`src/rtl/video_timing_pkg.sv`:
```
// Shared types, default 640x480@60 geometry and geometry helpers for the raster timing generator.
// No logic of its own; used at elaboration by video_timing_gen.
// Not applicable (no datapath).
package video_timing_pkg;

  typedef enum logic [1:0] {
    IDLE  = 2'd0,
    RUN   = 2'd1,
    DRAIN = 2'd2
  } state_t;

  // Default 640x480@60 geometry (25 MHz pixel clock from 100 MHz)
  localparam int DEF_H_ACTIVE = 640;
  localparam int DEF_H_FP     = 16;
  localparam int DEF_H_SYNC   = 96;
  localparam int DEF_H_BP     = 48;
  localparam int DEF_V_ACTIVE = 480;
  localparam int DEF_V_FP     = 10;
  localparam int DEF_V_SYNC   = 2;
  localparam int DEF_V_BP     = 33;
  localparam int DEF_CLK_DIV  = 4;

  // Total line/frame length from its four region widths
  function automatic int region_total(input int active, input int fp,
                                      input int sync, input int bp);
    return active + fp + sync + bp;
  endfunction

  // True when every region is non-empty, the divider is at least 1 and the
  // counters are wide enough to hold the last column/row.
  function automatic bit geometry_ok(input int h_active, input int h_fp,
                                     input int h_sync, input int h_bp,
                                     input int v_active, input int v_fp,
                                     input int v_sync, input int v_bp,
                                     input int clk_div, input int xw, input int yw);
    int h_total;
    int v_total;
    bit ok;
    h_total = region_total(h_active, h_fp, h_sync, h_bp);
    v_total = region_total(v_active, v_fp, v_sync, v_bp);
    ok = (h_active > 0) && (h_fp > 0) && (h_sync > 0) && (h_bp > 0) &&
         (v_active > 0) && (v_fp > 0) && (v_sync > 0) && (v_bp > 0) &&
         (clk_div >= 1) && (xw > 0) && (yw > 0) && (xw < 32) && (yw < 32);
    if (ok) begin
      ok = ((longint'(1) << xw) >= longint'(h_total)) &&
           ((longint'(1) << yw) >= longint'(v_total));
    end
    return ok;
  endfunction

endpackage

```
`src/rtl/video_timing_gen_pixel_tick_gen.sv`:
```
// Pixel-clock divider: pix_tick is high for one clk every CLK_DIV clks while not held.
// Latency: pix_tick registered; tick_next is its combinational look-ahead.
// No backpressure; hold forces the phase counter to 0.
module pixel_tick_gen #(
  parameter int CLK_DIV = 4
) (
  input  logic clk,
  input  logic reset_n,
  input  logic hold,
  input  logic run_next,
  output logic pix_tick,
  output logic tick_next
);

  localparam int CW = (CLK_DIV > 1) ? $clog2(CLK_DIV) : 1;
  localparam logic [CW-1:0] LAST = CW'(CLK_DIV - 1);

  logic [CW-1:0] cnt;
  logic [CW-1:0] cnt_next;

  // Next phase: held at 0 while idle, otherwise counts 0..CLK_DIV-1 and wraps
  always_comb begin
    cnt_next = '0;
    if (!hold && (cnt != LAST)) begin
      cnt_next = cnt + CW'(1);
    end
    tick_next = run_next && (cnt_next == LAST);
  end

  // Phase counter and registered tick
  always_ff @(posedge clk or negedge reset_n) begin
    if (!reset_n) begin
      cnt      <= '0;
      pix_tick <= 1'b0;
    end else begin
      cnt      <= cnt_next;
      pix_tick <= tick_next;
    end
  end

endmodule

```
`src/rtl/video_timing_gen.sv`:
```
// Raster timing generator: x/y scan, syncs, active/blank decode and line/frame strobes.
// Latency: all outputs registered; decodes always match the x,y shown in the same cycle.
// No backpressure; en starts on the next edge and stops only at the end of a frame.
module video_timing_gen
  import video_timing_pkg::*;
#(
  parameter int H_ACTIVE  = DEF_H_ACTIVE,
  parameter int H_FP      = DEF_H_FP,
  parameter int H_SYNC    = DEF_H_SYNC,
  parameter int H_BP      = DEF_H_BP,
  parameter int V_ACTIVE  = DEF_V_ACTIVE,
  parameter int V_FP      = DEF_V_FP,
  parameter int V_SYNC    = DEF_V_SYNC,
  parameter int V_BP      = DEF_V_BP,
  parameter bit HSYNC_POL = 1'b0,
  parameter bit VSYNC_POL = 1'b0,
  parameter int CLK_DIV   = DEF_CLK_DIV,
  parameter int XW        = 10,
  parameter int YW        = 10
) (
  input  logic          clk,
  input  logic          reset_n,
  input  logic          en,
  output logic [XW-1:0] x,
  output logic [YW-1:0] y,
  output logic          hsync,
  output logic          vsync,
  output logic          video_on,
  output logic          pix_tick,
  output logic          line_start,
  output logic          frame_start,
  output logic          vblank,
  output logic          running
);

  localparam int H_TOTAL = region_total(H_ACTIVE, H_FP, H_SYNC, H_BP);
  localparam int V_TOTAL = region_total(V_ACTIVE, V_FP, V_SYNC, V_BP);

  localparam logic [XW-1:0] X_LAST = XW'(H_TOTAL - 1);
  localparam logic [XW-1:0] X_ACT  = XW'(H_ACTIVE);
  localparam logic [XW-1:0] HS_BEG = XW'(H_ACTIVE + H_FP);
  localparam logic [XW-1:0] HS_END = XW'(H_ACTIVE + H_FP + H_SYNC - 1);
  localparam logic [YW-1:0] Y_LAST = YW'(V_TOTAL - 1);
  localparam logic [YW-1:0] Y_ACT  = YW'(V_ACTIVE);
  localparam logic [YW-1:0] VS_BEG = YW'(V_ACTIVE + V_FP);
  localparam logic [YW-1:0] VS_END = YW'(V_ACTIVE + V_FP + V_SYNC - 1);

  if (!geometry_ok(H_ACTIVE, H_FP, H_SYNC, H_BP, V_ACTIVE, V_FP, V_SYNC, V_BP,
                   CLK_DIV, XW, YW)) begin : g_bad_geometry
    $error("video_timing_gen: invalid geometry, divider or counter width");
  end

  logic [1:0] rst_pipe;
  logic       rst_n_int;

  state_t  state;
  state_t  state_next;
  logic    last_pix;
  logic    run_next;
  logic    tick_next;

  logic [XW-1:0] x_next;
  logic [YW-1:0] y_next;
  logic          hsync_next;
  logic          vsync_next;
  logic          video_on_next;
  logic          vblank_next;
  logic          line_start_next;
  logic          frame_start_next;

  // Reset synchroniser: assertion passes straight through, release waits two clks
  always_ff @(posedge clk or negedge reset_n) begin
    if (!reset_n) begin
      rst_pipe <= 2'b00;
    end else begin
      rst_pipe <= {rst_pipe[0], 1'b1};
    end
  end

  assign rst_n_int = rst_pipe[1];

  // State register
  always_ff @(posedge clk or negedge rst_n_int) begin
    if (!rst_n_int) begin
      state <= IDLE;
    end else begin
      state <= state_next;
    end
  end

  assign last_pix = pix_tick && (x == X_LAST) && (y == Y_LAST);

  // Next state: en is honoured at once when starting or resuming, a stop
  // request only takes effect once the last pixel of the frame is consumed
  always_comb begin
    state_next = state;
    case (state)
      IDLE:    if (en) state_next = RUN;
      RUN:     if (!en) state_next = DRAIN;
      DRAIN:   if (en) state_next = RUN;
               else if (last_pix) state_next = IDLE;
      default: state_next = IDLE;
    endcase
  end

  assign run_next = (state_next != IDLE);

  pixel_tick_gen #(
    .CLK_DIV (CLK_DIV)
  ) u_pixel_tick_gen (
    .clk       (clk),
    .reset_n   (rst_n_int),
    .hold      (state == IDLE),
    .run_next  (run_next),
    .pix_tick  (pix_tick),
    .tick_next (tick_next)
  );

  // Output decode of the upcoming x,y so every registered output agrees with it
  always_comb begin
    x_next = x;
    y_next = y;
    if (state == IDLE) begin
      x_next = '0;
      y_next = '0;
    end else if (pix_tick) begin
      if (x == X_LAST) begin
        x_next = '0;
        y_next = (y == Y_LAST) ? '0 : y + YW'(1);
      end else begin
        x_next = x + XW'(1);
      end
    end
    hsync_next       = ((x_next >= HS_BEG) && (x_next <= HS_END)) ? HSYNC_POL : ~HSYNC_POL;
    vsync_next       = ((y_next >= VS_BEG) && (y_next <= VS_END)) ? VSYNC_POL : ~VSYNC_POL;
    video_on_next    = run_next && (x_next < X_ACT) && (y_next < Y_ACT);
    vblank_next      = (y_next >= Y_ACT);
    line_start_next  = tick_next && (x_next == '0);
    frame_start_next = tick_next && (x_next == '0) && (y_next == '0) && (state_next == RUN);
  end

  // Output registers
  always_ff @(posedge clk or negedge rst_n_int) begin
    if (!rst_n_int) begin
      x           <= '0;
      y           <= '0;
      hsync       <= ~HSYNC_POL;
      vsync       <= ~VSYNC_POL;
      video_on    <= 1'b0;
      vblank      <= 1'b0;
      line_start  <= 1'b0;
      frame_start <= 1'b0;
      running     <= 1'b0;
    end else begin
      x           <= x_next;
      y           <= y_next;
      hsync       <= hsync_next;
      vsync       <= vsync_next;
      video_on    <= video_on_next;
      vblank      <= vblank_next;
      line_start  <= line_start_next;
      frame_start <= frame_start_next;
      running     <= run_next;
    end
  end

endmodule

```
`config.mk`:
```
export PLATFORM = sky130hd
export DESIGN_NAME = video_timing_gen
export DESIGN_NICKNAME = d
export VERILOG_FILES = /design/src/rtl/video_timing_pkg.sv /design/src/rtl/video_timing_gen_pixel_tick_gen.sv /design/src/rtl/video_timing_gen.sv
export SDC_FILE = /design/constraint.sdc
export NUM_CORES = 1
export LEC_CHECK = 0
export BUFFER_PORTS_ARGS = -buffer_cell sky130_fd_sc_hd__buf_2
export CORE_MARGIN = 2
export CORE_UTILIZATION = 41
export CTS_CLUSTER_DIAMETER = 40
export DETAILED_ROUTE_END_ITERATION = 10
export PLACE_DENSITY = 0.72
export SLEW_MARGIN = 5
export SYNTH_ARGS = -nofsm -noshare
export SYNTH_HDL_FRONTEND = slang
export SYNTH_SLANG_ARGS = --single-unit
```
`constraint.sdc`:
```
create_clock -name clk -period 1 [get_ports clk]
set_input_delay 0.1 -clock clk [delete_from_list [all_inputs] [get_ports clk]]
set_output_delay 0.1 -clock clk [all_outputs]
set_load 0.01 [all_outputs]
```
## Word level (Yosys, flattened, before mapping)

Index checks and enable logic that the tools add are counted.

- Register bits: 34
- Output and inout bits: 28
- Logic and storage cells: 61

- Add/sub/neg operators: 3
- Order comparisons: 7
- Equality and inequality tests: 7
- Muxes and demuxes: 15
- Reductions and logical operators: 16

Operators with widths:

| cell | number |
|---|---|
| $mux W10 | 7 |
| $add A10 B1 Y10 const B | 2 |
| $eq A10 B10 Y1 const B | 2 |
| $ge A10 B9 Y1 const B | 2 |
| $logic_not A10 Y1 | 2 |
| $logic_and A1 B1 Y1 | 11 |
| $ge A10 B10 Y1 const B | 1 |
| $le A10 B10 Y1 const B | 1 |
| $le A10 B9 Y1 const B | 1 |
| $lt A10 B10 Y1 const B | 1 |
| $lt A10 B9 Y1 const B | 1 |
| $mux W2 | 5 |
| $pmux W2 S3 | 1 |
| $eq A2 B1 Y1 const B | 2 |
| $eq A2 B2 Y1 const B | 2 |
| $add A2 B1 Y2 const B | 1 |
| $logic_not A2 Y1 | 1 |
| $mux W1 | 2 |
| $ne A2 B2 Y1 const B | 1 |
| $reduce_bool A2 Y1 | 1 |
| $logic_not A1 Y1 | 1 |

## Logic depth before layout (Yosys ltp)

Gate-level depths: netlist (run 1).

- Depth after elaboration: 11
- Mapped depth: 9
- Mapped depth without buffers: 7

## Cells and area by module

From an unflattened synthesis (run 1), not the netlist that was laid out.

- Cells, all modules: 199
- Area total of the unflattened synthesis: 1,928.1 um2

Modules (own cells, without submodules):

| module | instances | cells each | area an instance (um2) |
|---|---|---|---|
| video_timing_gen | 1 | 192 | 1,814.2 |
| pixel_tick_gen | 1 | 7 | 113.9 |

## Worst setup path after synthesis (run 1)

No wires, ideal clock.

- Path kind: reg2reg
- From: register x[0]
- To: register frame_start
- Library setup time: 0.095 ns
- Arrival: 2.354 ns
- Required time: 0.905 ns
- Slack: -1.449 ns
- Cell stages (with the launch flop): 8
- Buffers on the path: 0
- Period minus slack after synthesis: 2.449 ns
- Cells stage by stage: dfrtp_1 ha_1 nand3_2 or3b_1 a211o_1 or4_4 a211oi_2 nor4b_2

- Longest elaborated chain between the ends: 11
- Elaborated cells between the ends (all ways): 21
- Classes of those cells: add/sub: 1; eq/ne: 2; mux: 9; reduce/logical: 9

RTL lines:

| element | RTL line | RTL |
|---|---|---|
| start, declared | video_timing_gen.sv:24 | `output logic [XW-1:0] x,` |
| start signal, assigned | video_timing_gen.sv:155 | `x <= x_next;` |
| branches (longest 8 deep; another with $add A10 B1 Y10) | -- |  |
| $logic_and A1 B1 Y1 * | -- |  |
| named net line_start_next | video_timing_gen.sv:68 | `logic line_start_next;` |
| $logic_and A1 B1 Y1 * (2 in a row) | video_timing_gen.sv:139 | `frame_start_next = tick_next && (x_next == '0) && (y_next == '0) && (state_next == RUN);` |
| named net frame_start_next | video_timing_gen.sv:69 | `logic frame_start_next;` |
| end signal, assigned | video_timing_gen.sv:162 | `frame_start <= frame_start_next;` |
| end, declared | video_timing_gen.sv:31 | `output logic frame_start,` |

Mark *: on every way through the listed nets, which the timed path passes.

## Worst setup path in the final report (run 1)

- From: register x[1]
- To: register frame_start

Same word-level chain as after synthesis.

==> results of run 1 <==
==> worst min-delay path: cells and delay by family <==
family	cells	cell delay, ps
AND/OR/NAND/NOR	1	40
buffers and inverters	2	210
==> cell type report <==
type / count / area, um^2 / area share (%)
clock buffer: 7 / 86.3 / 2.41
clock inverter: 1 / 5.00 / 0.140
inverter: 9 / 33.8 / 0.944
multi-input combinational: 134 / 1290 / 35.9
sequential: 34 / 868 / 24.3
tap: 52 / 65.1 / 1.82
timing repair buffer: 131 / 1230 / 34.5
==> metal layers <==
| metal | up-vias | wire length (um) | GRT usage, % |
|---|---|---|---|
| met1 | 1056 | 3050 | 36.4 |
| met3 | 39 | 435 | 4.86 |
| met2 | 97 | 3660 | 44.1 |
| met4 | 0 | 365 | 10.7 |
| li1 | 932 | - | - |
| met5 | - | 0 | 0 |
==> through the flow <==
step | worst slack, ps | total power [mW] | utilization, % | instances
6_report | -1440 | 3.88 | 81.1 | 368
5_1_grt | -1510 | 4.03 | 81.1 | 368
4_1_cts | -1290 | 3.62 | 75.5 | 352
3_5_place_dp | -1280 | 2.40 | 61.8 | 332
3_3_place_gp | -1240 | 2.37 | 61.8 | 332
2_1_floorplan | -1230 | 2.09 | - | 189
==> flip-flops by register name, summed over array words and instances (netlist names) <==
signal,flops
x,10
y,10
rst_pipe,2
state,2
u_pixel_tick_gen.cnt,2
frame_start,1
hsync,1
line_start,1
running,1
u_pixel_tick_gen.pix_tick,1
vblank,1
video_on,1
vsync,1
==> synth_stat cells, types with 3 or more instances <==
| cell | number |
|---|---|
| dfrtp_1 | 32 |
| nor2_1 | 21 |
| xnor2_1 | 16 |
| nor3_1 | 9 |
| inv_1 | 8 |
| nand2_1 | 8 |
| nand4_1 | 8 |
| clkbuf_1 | 6 |
| a21oi_1 | 4 |
| and2_1 | 4 |
| and4_1 | 4 |
| buf_6 | 4 |
| ha_1 | 4 |
| nand3_1 | 4 |
| nand4b_1 | 4 |
| a31oi_1 | 3 |
| o21ai_0 | 3 |
| or3_1 | 3 |
==> timing repair <==
item | 4_1_cts | 5_1_grt
endpoints found under the hold margin | 2 | 0
buffers inserted | 13 | 27
setup endpoints to repair | 55 | 54
pin swaps | 17 | 23
hold buffers | 1 | 0
gates cloned | 1 | 0
resized for setup | 95 | 37
==> worst paths after layout <==
| path | from | end | slack [ps] |
|---|---|---|---|
| max | x[1] | frame_start | -1440 |
| min | en | state[1] | 100 |
| max reg2reg | x[1] | frame_start | -1440 |
| min reg2reg | rst_pipe[1] | y[6] | 190 |
| max in group asynchronous | rst_pipe[1] | hsync | 520 |
| min in group asynchronous | reset_n | rst_pipe[1] | 120 |
==> cells by family after synthesis <==
kind of cell    synth area share, %
compound gates                 12.0
flops                          45.1
buf+inv                        6.02
fa+ha+maj                      2.65
mux                           0.529
xor+xnor                       7.87
other cells                   0.198
simple gates                   25.6
==> where the power goes <==
group / switching [mW] / internal [mW]
Sequential: 0.0744 / 1.48
Combinational: 0.520 / 0.693
Clock: 0.553 / 0.557
==> out/results.ini, run 1 <==
[timing]
setup_viol=50
final.period_utilization_pct=244
skew_ps=20.4
hold_ws_ps=102
rsz0062_at_grt=true
clock.fmax_mhz=409
finalWorstSetupSlack_ps=-1440
fin_tns_setup_ps=-29030
fin_crit_ps=2440
hold_viol=0
maxSlewViolCount=0

[logic_synthesis]
postSynthCellCount=189
synthTopCellsByArea=dfrtp_1 42%, xnor2_1 7.4%, nor2_1 4.2%, dfstp_2 2.8%, ha_1 2.6%
avgSynthCellArea_um2=10.0
async_flop_share_pct=100
synth_edf_count=0
ys_warn_count=0
synth_flop_cell=dfrtp_1
netlist_area_um2=1890
synth-seq-cells=34
synth_cell_types=54
yosysTopAreaCellShare_pct=42.3
synth_fp_nets=196
synth.largest_area_cell=dfrtp_1
yosysSeqAreaShare_pct=45.1

[routing]
postRouteAntennaNets=0
drt-total-wl_um=7510
drt_iter0_drc=189
drc=0
wire_per_inst_um=20.4
vias=2124
firstDrtPassIters=4
avgViaCountPerCell=5.77

[clock_network]
cts_max_level=2
numClockSinks=34
clk_root_buffer_cell=clkbuf_8
cts_buffer_depth=2
cts_buffers=5
cts.clk_slew.worst_paths_ps=70
clk_latency_ps=300
tritoncts=built

[cells_and_area]
diodes=0
syn2layout_area_growth_pct=89.2
final_area_um2=3580
final_cell_mix=66 x buf_6, 54 x buf_4, 20 x dfrtp_1, 12 x dfrtp_2, 10 x nor2_1
final_common_cell=buf_6
fin_nets=322
drive_above_1_share_pct=67.1
filler_cell_count=223

[pwr]
cellPowerDensity_nw_per_um2=1080
peakVddDrop_uv=995
p_leak_nw=1.62

[critical_path]
critical_path.top_delay_family=simple AND/OR/NAND/NOR gates
crit_arrival_ps=2630
slowest_delay_ps=430
cp.depth=6
cp_num_buf_inv=0
critPathMaxFanout=3
crit_chain=ha_4 > or3b_1 > a211o_1 > or4_4 > a211oi_4 > nor4b_4
reg2regPathDepth=6
slowest_stage=dfrtp_2
start_kind=flip-flop
crit_type=flip-flop to flip-flop
crit_required_ps=1190
cp-end-kind=flip-flop

[global_route]
overflow=0
grt_antenna_before_repair=0
grt_max_degree=33
grt_pass1_wl_um=10600
grt_pass1_vias=2049
track_usage_pct=27.2

[die]
placementRows=24
start_util_pct=42.9
dieArea_um2=5170
die_x_um=71.9
die_h_um=71.9
coreArea_um2=4410
ios=31

[placed_design]
post_dp_cell_area_um2=2730
io_buffer_count=30
hpwl_um=3860
finalWeightedCongestion=0.853

[job]
cap_violations=0

[run_status]
violations=negative setup slack
run_status=finished with violations

[min_path]
hold_path.class=input pin to flip-flop
worstHoldPathCells=3

No activity file was read; power rests on OpenSTA's default activity.
==> run 2: changes to the inputs <==
--- a/config.mk
+++ b/config.mk
@@ -6,6 +6,7 @@
 export NUM_CORES = 1
 export LEC_CHECK = 0
 export BUFFER_PORTS_ARGS = -buffer_cell sky130_fd_sc_hd__buf_2
+export CORE_ASPECT_RATIO = 1.5
 export CORE_MARGIN = 2
 export CORE_UTILIZATION = 41
 export CTS_CLUSTER_DIAMETER = 40
==> out/results.ini, run 2 (synthesis results as in run 1) <==
[timing]
fin_tns_setup_ps=-26150  ; +2880 ps
max-slew-margin-rel_pct=64.7
maxSlewViolCount=0  ; unchanged
tightestPinTransition_ps=526
skew_ps=4.59  ; -15.8 ps
clock.fmax_mhz=433  ; +5.9%
finalWorstSetupSlack_ps=-1310  ; +136 ps
fin_crit_ps=2310  ; -136 ps
rsz0062_at_grt=true
setup_viol=52  ; +4.0%
final.period_utilization_pct=231  ; -14 points
hold_viol=0  ; unchanged

[routing]
wire_per_inst_um=21.0  ; +2.9%
postRouteAntennaNets=0  ; unchanged
wl_met3_um=235  ; -46%
wl_met2_um=4330  ; +18%
met1_length_um=2540  ; -17%
drt_iter0_drc=77  ; -59%
drc=0  ; unchanged
highest_layer=met4
firstDrtPassIters=4  ; unchanged
drt-total-wl_um=7560  ; +0.67%
vias=2086  ; -1.8%
avgViaCountPerCell=5.79  ; +0.39%

[clock_network]
cts_max_level=2  ; unchanged
clk_root_buffer_cell=clkbuf_8
cts_buffers=5  ; unchanged
cts.clk_slew.worst_paths_ps=80  ; about the same
numClockSinks=34  ; unchanged
clk_latency_ps=300  ; about the same
cts_buffer_depth=2  ; unchanged
tritoncts=built

[critical_path]
crit_type=flip-flop to flip-flop
crit_required_ps=1210  ; +20 ps
cp-end-kind=flip-flop
slowest_stage=or4_4
crit_chain=buf_4 > buf_6 > and4_4 > nand4_1 > xnor2_2 > or4_4 > a211oi_2 > nor4b_2
critical_path.top_delay_family=simple AND/OR/NAND/NOR gates
critPathMaxFanout=6  ; +3
start_kind=flip-flop
cp_num_buf_inv=2  ; +2
crit_arrival_ps=2520  ; -110 ps
slowest_delay_ps=540  ; +110 ps

[cells_and_area]
fin_nets=318  ; -1.2%
syn2layout_area_growth_pct=87.3
reg_top3=x: 10 flops, y: 10 flops
drive_above_1_share_pct=70.2  ; +3.1 points
final_cell_mix=60 x buf_6, 54 x buf_4, 22 x dfrtp_1, 11 x nor2_2
diodes=0  ; unchanged
final_common_cell=buf_6

[die]
dieArea_um2=5180  ; +0.22%
coreArea_um2=4470  ; +1.2%
die_h_um=87.2  ; +21%
start_util_pct=42.4  ; -0.50 points
placementRows=30  ; +25%
ios=31  ; unchanged
die_x_um=59.5  ; -17%

[global_route]
grt_pass1_wl_um=10400  ; -2.2%
grt_antenna_before_repair=0  ; unchanged
overflow=0  ; unchanged
grt_max_degree=33  ; unchanged
grt_pass1_vias=2142  ; +4.5%
track_usage_pct=27.9  ; +0.68 points

[pwr]
p_total_mw=4.04  ; +4.1%
cellPowerDensity_nw_per_um2=1140  ; +5.1%
p_leak_nw=1.59  ; -1.4%
peakVddDrop_uv=1140  ; +15%

[placed_design]
finalWeightedCongestion=0.886  ; +3.9%
hpwl_um=3900  ; +0.87%
io_buffer_count=30  ; unchanged

[min_path]
hold_path.class=input pin to flip-flop

[job]
cap_violations=0  ; unchanged

[run_status]
violations=negative setup slack
run_status=finished with violations

## run 2: changes by cell type in the layout (fill, tap and decap cells not counted), moves of 3 or more
cell,previous run,this run
buf_6,66,60
nor2_2,5,11
nor2_1,10,5
inv_1,8,5
inv_2,1,4
## run 2: worst register-to-register path, cell delays in order, from the launching register on
cell and delay (ps):
dfrtp_2 390, buf_4 120, buf_6 110, and4_4 250
nand4_1 190, xnor2_2 210, or4_4 540, a211oi_2 210
nor4b_2 220
## run 2: final timing paths
kind	start	endpoint	slack [ps]	depth (start not counted)
setup / recovery	x[1]	frame_start	-1310	8
min in group asynchronous	reset_n	rst_pipe[1]	110	2
setup reg to reg	x[1]	frame_start	-1310	8
hold / removal	en	state[1]	90	3
max in group asynchronous	rst_pipe[1]	hsync	530	1
hold reg to reg	rst_pipe[1]	y[6]	230	1
## run 2: final cells by class
class / count / area, um^2
clock buffers: 5 / 68.8
flip-flops and latches: 34 / 866
well taps: 48 / 60.1
fillers: 263 / 923
inverters: 9 / 33.8
clock inverters: 3 / 45.0
multi-input cells: 134 / 1290
repair buffers: 127 / 1180
## run 2: repair_timing
action | 4_1_cts | 5_1_grt
resized for setup | 98 | 30
hold endpoints to repair | 2 | 0
hold buffers | 1 | 0
endpoints found under the setup margin | 55 | 54
buffers inserted | 16 | 16
pin swaps | 22 | 20
cloned | 0 | 0
## run 2: per-layer routing
| metal | track usage [%] | vias up |
|---|---|---|
| met5 | 0 | - |
| met4 | 15.7 | 0 |
| met3 | 3.71 | 38 |
| met2 | 52.5 | 80 |
| met1 | 28.0 | 1047 |
| li1 | - | 921 |
## run 2: through the flow
stage	area, um^2	hold WS, ps	utilization [%]	cells	setup slack [ps]
final	3540	86.8	79.3	360	-1310
after global routing	3540	94.1	79.3	360	-1400
after CTS	3400	78.9	76.0	351	-1270
after detailed placement	2720	-113	60.9	328	-1280
after global placement	2720	-114	60.9	328	-1230
after floorplan	2060	-196	-	189	-1230
## run 2: report_power, final
part / internal, mW / switching, mW
combinational: 0.660 / 0.506
sequential: 1.48 / 0.0837
clock: 0.741 / 0.565
total: 2.88 / 1.15
